**config.mk**
```make
export PLATFORM = sky130hd
export DESIGN_NAME = shadow_spill_unit
export DESIGN_NICKNAME = d
export VERILOG_FILES = /design/src/rtl/shadow_spill_unit.sv
export SDC_FILE = /design/constraint.sdc
export NUM_CORES = 1
export LEC_CHECK = 0
export ABC_AREA = 1
export CAP_MARGIN = 10
export CORE_MARGIN = 10
export CORE_UTILIZATION = 30
export CTS_CLUSTER_DIAMETER = 200
export CTS_CLUSTER_SIZE = 10
export DETAILED_ROUTE_END_ITERATION = 10
export MAX_ROUTING_LAYER = met4
export PLACE_DENSITY_LB_ADDON = 0.25
export SYNTH_ARGS = -nofsm -noshare
export SYNTH_HDL_FRONTEND = slang
export SYNTH_SLANG_ARGS = --single-unit
```
**constraint.sdc**
```tcl
create_clock -name clk_i -period 2.2 [get_ports clk_i]
set_input_delay 0.44 -clock clk_i [delete_from_list [all_inputs] [get_ports clk_i]]
set_output_delay 0.44 -clock clk_i [all_outputs]
set_load 0.005 [all_outputs]
```
**src/rtl/shadow_spill_unit.sv**
```systemverilog
// Spill/fill engine for the shadow register bank: streams the 16 shadow words
// to the stack after a shadow save, and reloads them before a trap return.
module shadow_spill_unit #(
  parameter int DATA_WIDTH       = 64,
  parameter int ADDR_WIDTH       = 4,
  parameter int NUM_WORDS_SHADOW = 16
) (
  input  logic                  clk_i,
  input  logic                  rst_ni,
  input  logic                  spill_valid_i,
  input  logic                  fill_valid_i,
  output logic                  ready_o,
  output logic                  busy_o,
  output logic                  done_o,
  input  logic [DATA_WIDTH-1:0] shadow_sp_i,
  output logic [ADDR_WIDTH-1:0] shadow_raddr_o,
  input  logic [DATA_WIDTH-1:0] shadow_rdata_i,
  output logic [ADDR_WIDTH-1:0] shadow_waddr_o,
  output logic [DATA_WIDTH-1:0] shadow_wdata_o,
  output logic                  shadow_we_o,
  output logic                  shadow_load_o,
  output logic                  mem_req_o,
  output logic                  mem_we_o,
  output logic [DATA_WIDTH-1:0] mem_addr_o,
  output logic [DATA_WIDTH-1:0] mem_wdata_o,
  input  logic                  mem_gnt_i,
  input  logic                  mem_rvalid_i,
  input  logic [DATA_WIDTH-1:0] mem_rdata_i
);

  localparam logic [2:0] IDLE      = 3'd0;
  localparam logic [2:0] SPILL     = 3'd1;
  localparam logic [2:0] FILL_REQ  = 3'd2;
  localparam logic [2:0] FILL_WAIT = 3'd3;
  localparam logic [2:0] LOAD      = 3'd4;

  localparam int                  BYTES_PER_WORD = DATA_WIDTH / 8;
  localparam logic [ADDR_WIDTH-1:0] LAST_WORD    = ADDR_WIDTH'(NUM_WORDS_SHADOW - 1);

  logic [2:0]            state, state_next;
  logic [ADDR_WIDTH-1:0] cnt, cnt_next;
  logic [DATA_WIDTH-1:0] base, base_next;
  logic                  done, done_next;
  logic [DATA_WIDTH-1:0] word_addr;

  // Spill wins over fill; an unaccepted fill must be held by its requester.
  always_comb begin
    state_next = state;
    cnt_next   = cnt;
    base_next  = base;
    done_next  = 1'b0;
    case (state)
      IDLE: begin
        if (spill_valid_i) begin
          base_next  = shadow_sp_i;
          cnt_next   = '0;
          state_next = SPILL;
        end else if (fill_valid_i) begin
          base_next  = shadow_sp_i;
          cnt_next   = '0;
          state_next = FILL_REQ;
        end
      end
      SPILL: begin
        if (mem_gnt_i) begin
          cnt_next = cnt + ADDR_WIDTH'(1);
          if (cnt == LAST_WORD) begin
            state_next = IDLE;
            done_next  = 1'b1;
          end
        end
      end
      FILL_REQ: begin
        if (mem_gnt_i) begin
          state_next = FILL_WAIT;
        end
      end
      FILL_WAIT: begin
        if (mem_rvalid_i) begin
          if (cnt == LAST_WORD) begin
            state_next = LOAD;
          end else begin
            cnt_next   = cnt + ADDR_WIDTH'(1);
            state_next = FILL_REQ;
          end
        end
      end
      LOAD: begin
        state_next = IDLE;
        done_next  = 1'b1;
      end
      default: begin
        state_next = IDLE;
      end
    endcase
  end

  always_ff @(posedge clk_i or negedge rst_ni) begin
    if (!rst_ni) begin
      state <= IDLE;
      cnt   <= '0;
      base  <= '0;
      done  <= 1'b0;
    end else begin
      state <= state_next;
      cnt   <= cnt_next;
      base  <= base_next;
      done  <= done_next;
    end
  end

  // Address wraps modulo 2**DATA_WIDTH by construction of the adder width.
  assign word_addr = base + (DATA_WIDTH'(cnt) * DATA_WIDTH'(BYTES_PER_WORD));

  assign ready_o        = (state == IDLE);
  assign busy_o         = ~ready_o;
  assign done_o         = done;

  assign mem_req_o      = (state == SPILL) || (state == FILL_REQ);
  assign mem_we_o       = (state == SPILL);
  assign mem_addr_o     = mem_req_o ? word_addr : '0;
  assign mem_wdata_o    = mem_we_o ? shadow_rdata_i : '0;

  assign shadow_raddr_o = cnt;
  assign shadow_we_o    = (state == FILL_WAIT) && mem_rvalid_i;
  assign shadow_waddr_o = cnt;
  assign shadow_wdata_o = shadow_we_o ? mem_rdata_i : '0;
  assign shadow_load_o  = (state == LOAD);

endmodule

```
==> summary.txt <==
Setup path
  • CP Launch Type: flip-flop
  • Slowest-stage cell, CP: dfrtp_1
  • Critical path class: reg2out
  • Crit end category: output port
  • Crit path cell chain: ha_2 > inv_2 > fa_2 > inv_2 > nand3_2 > nand2_4 > nand2_4 > nor2_4 > buf_12 > buf_6 > buf_6 > nand4_1 > nand2_1 > a21oi_2 > buf_2
  • Crit path largest cell delay: roughly 350 ps
  • Delay-heaviest family, CP: simple AND/OR/NAND/NOR gates
  • Worst path required time: 1760 ps
  • CP max FO: 4
  • Worst Path Buf+Inv: 6
  • CP arrival: 2470 ps

Worst hold path
  • Worst min-delay path class: in2async

Floorplanning
  • Core area: between 20,000 and 25,000 sq um
  • Die Y: roughly 170 microns
  • Site Rows: 53
  • Starting Density: 30.7%
  • Die width: 167 microns
  • Die area: approximately 28,000 sq um
  • Boundary pin count: slightly above 400

Routing
  • Initial DRC Count: about 470
  • DRC violations left: 0
  • Wirelength per Cell: 18.6 microns
  • DRT Pass-1 Iters: 6
  • Remaining antenna violation count: 0
  • Final wirelength: about 36,000 microns
  • Vias: between 9,000 and 10,000
  • DR vias/cell: 4.60

Layout
  • Post-route cell area: between 10,000 and 15,000 sq um
  • Final core utilization: between 60% and 70%
  • Final nets: approximately 1,900
  • Layout area overhead: 113%
  • FILL cells: ~1,800
  • Count of non-filler cells in the finished layout: between 1,500 and 2,000
  • Layout cells sized above 1: 40.1%

Place
  • Gpl congestion: between 0.9 and 1
  • DP Area: between 10,000 and 15,000 sq um
  • Placement Setup Slack: -628 ps
  • DP Wirelength: 28,100 microns
  • Placed cell count: about 1,900
  • Port-buffer cells: slightly above 400

CTS
  • Hold Buf Count CTS: 0
  • Sink Count: 72
  • Clock buffer depth: 2
  • Clk_lat worst skew: 350 ps
  • H-tree Lvls: 3
  • Cts bufs inserted: 9
  • Worst-path clk slew: ~60 ps
  • TritonCTS clock tree: yes
  • Cell chosen for the clock root: clkbuf_16

Synthesis
  • Post-Syn Instances: ~1,100
  • YS warnings: 0
  • Average size of a mapped cell: 6.05 sq um
  • Synth cell types: 40
  • Mapped Nets: around 1,300
  • Syn Std Cell Area: roughly 6500 sq um
  • #FFs+latches synth: slightly above 70
  • Register area share after synthesis: 27.7%

Global route
  • Largest net degree at the start of global routing: between 40 and 50
  • First-pass GRT wire length: around 52,000 microns
  • Total gr overflow: 0
  • Antenna violations before repair: 3
  • Vias in the first global route: 9,099
  • Tot GR Track Use: around 24%

Pwr
  • Total Power: roughly 14 mW
  • Sw Share: a little under half
  • Sw Pwr: approximately 6.5 mW
  • Sequential share of power: a little under a fifth
  • Pleak: roughly 7 nW
  • Clock power share: ~11%
  • Internal power consumption: around 8 mW
  • Worst VDD drop: between 0.4 and 0.5 mV
  • Combinational share of power: roughly 71%
  • PD cells: approximately 1000 nW/um^2

Timing
  • Slew HR: between 70 and 80%
  • Highest Clock Rate: about 0.34 GHz
  • Worst-margin pin slew: 392 ps
  • Final setup TNS: -29,170 ps
  • Fin crit share: 132%
  • Slew Viols, Final: 0
  • Worst Hold Slack: 8.13 ps
  • # setup viols final: about 120
  • Post-route minimum period: a little under 3000 ps
  • Endpoints failing hold: 0
  • RSZ-0062 raised after global routing: yes
  • Clk_skew: around 6.2 ps
  • Fin worst setup slack: -714 ps

Run status
  • Status: finished with violations
  • Violated checks: negative setup slack

Job
  • Number of max-cap violations: 0
[cell type report]
cell class	instances	area [sq um]	area share [%]
Timing Repair inverter	2	20.0	0.144
Clock buffer	11	233	1.68
Clock inverter	5	81.3	0.587
Antenna cell	3	7.51	0.0542
Tap cell	275	344	2.48
Inverter	218	846	6.10
Multi-Input combinational cell	751	4860	35.1
Timing Repair Buffer	625	5670	40.9
Sequential cell	72	1800	13.0
[Yosys cell counts, drive strengths merged]
cell type	number	area share, %
a211oi	1	0.12
o211ai	1	0.12
a21oi	44	3.4
nor3b	1	0.12
nand2	209	13
o221ai	1	0.13
xor2	13	1.8
clkinv	1	0.058
nand4	9	0.87
nor2	336	21
o21ai	19	1.5
inv	217	13
nand3	43	3.4
nor3	13	1.5
mux2	33	5.7
and2	4	0.39
a31oi	1	0.096
clkbuf	8	0.46
o21bai	5	0.64
or2	4	0.39
buf	25	2.2
o22ai	2	0.19
dfrtp	72	28
ha	5	0.96
fa	1	0.31
xnor2	6	0.81
[worst register-to-register path, stage by stage (launching register included)]
cell and delay, ps:
dfrtp_1 380, buf_4 130, buf_4 140, ha_1 220
nand3_1 150, inv_1 70, nor2_1 90, o22ai_1 90
nor2_2 230, nand3_1 120, o21ai_0 90
[cells in the final DEF, fill, tap and decap left out, types with 5 or more instances in the layout]
master	netlist	final
xor2_1	13	7
nand3_4	0	13
nand2_2	24	34
nand4_1	9	9
inv_2	8	11
dfrtp_1	72	70
buf_6	0	79
buf_4	8	139
nor2_1	309	226
nand3_2	1	9
nor2_2	17	52
nor3_2	2	5
mux2_2	33	33
xor2_2	0	6
nand2_4	3	22
buf_2	16	99
nand2_1	182	149
buf_12	0	14
clkbuf_2	0	21
clkbuf_16	0	13
o21ai_2	1	8
o21ai_0	14	7
dlygate4sd2_1	0	31
clkdlybuf4s50_1	0	206
clkdlybuf4s15_1	0	19
nand3_1	42	21
a21oi_1	44	35
a21oi_2	0	8
xnor2_2	0	6
nor2_4	10	58
inv_1	209	201
[what timing repair did]
| action | 4_1_cts | 5_1_grt |
|---|---|---|
| gates cloned | 3 | 8 |
| setup endpoints to repair | 194 | 160 |
| endpoints found under the hold margin | 0 | 0 |
| pin swaps | 75 | 69 |
| buffers inserted | 59 | 21 |
| resized for setup | 678 | 347 |
[sequential cells by signal, indices dropped and copies added (netlist names)]
name / flops
done_o: 1
state: 3
base: 64
shadow_raddr_o: 4
[layer usage]
| metal | global-route usage (%) | share of wire, % |
|---|---|---|
| met5 | - | 0 |
| met4 | 5.64 | 1.8 |
| met2 | 42.3 | 53 |
| met1 | 27.2 | 39 |
| met3 | 5.55 | 6.1 |
[logic make-up after synthesis]
logic type,share of synthesized area (%)
and+or+nand+nor,41.2
buffers and inverters,15.3
AOI/OAI and AO/OA,6.20
DFF,27.7
muxes,5.72
xor gates and xnor gates,2.56
adders and majority gates,1.27
[final timing paths]
| check | cells after the start | slack [ps] | end | start |
|---|---|---|---|---|
| max | 15 | -710 | mem_addr_o[41] | shadow_raddr_o[0] |
| max in group asynchronous | 2 | 1570 | base[32] | rst_ni |
| min | 1 | 8 | base[42] | rst_ni |
| min in group clk_i | 2 | 520 | base[2] | base[2] |
| min reg2reg | 2 | 520 | base[2] | base[2] |
| max reg2reg | 10 | 420 | shadow_raddr_o[1] | shadow_raddr_o[0] |
[power groups by stage]
stage	clock network, mW	registers, mW	logic [mW]
floorplan	0	2.46	3.81
global placement	0	2.56	9.34
detailed placement	0	2.58	9.41
CTS	1.61	2.60	9.46
global route	1.65	2.70	11.1
finish	1.57	2.62	10.3
Power figures use the tool's default switching activity.
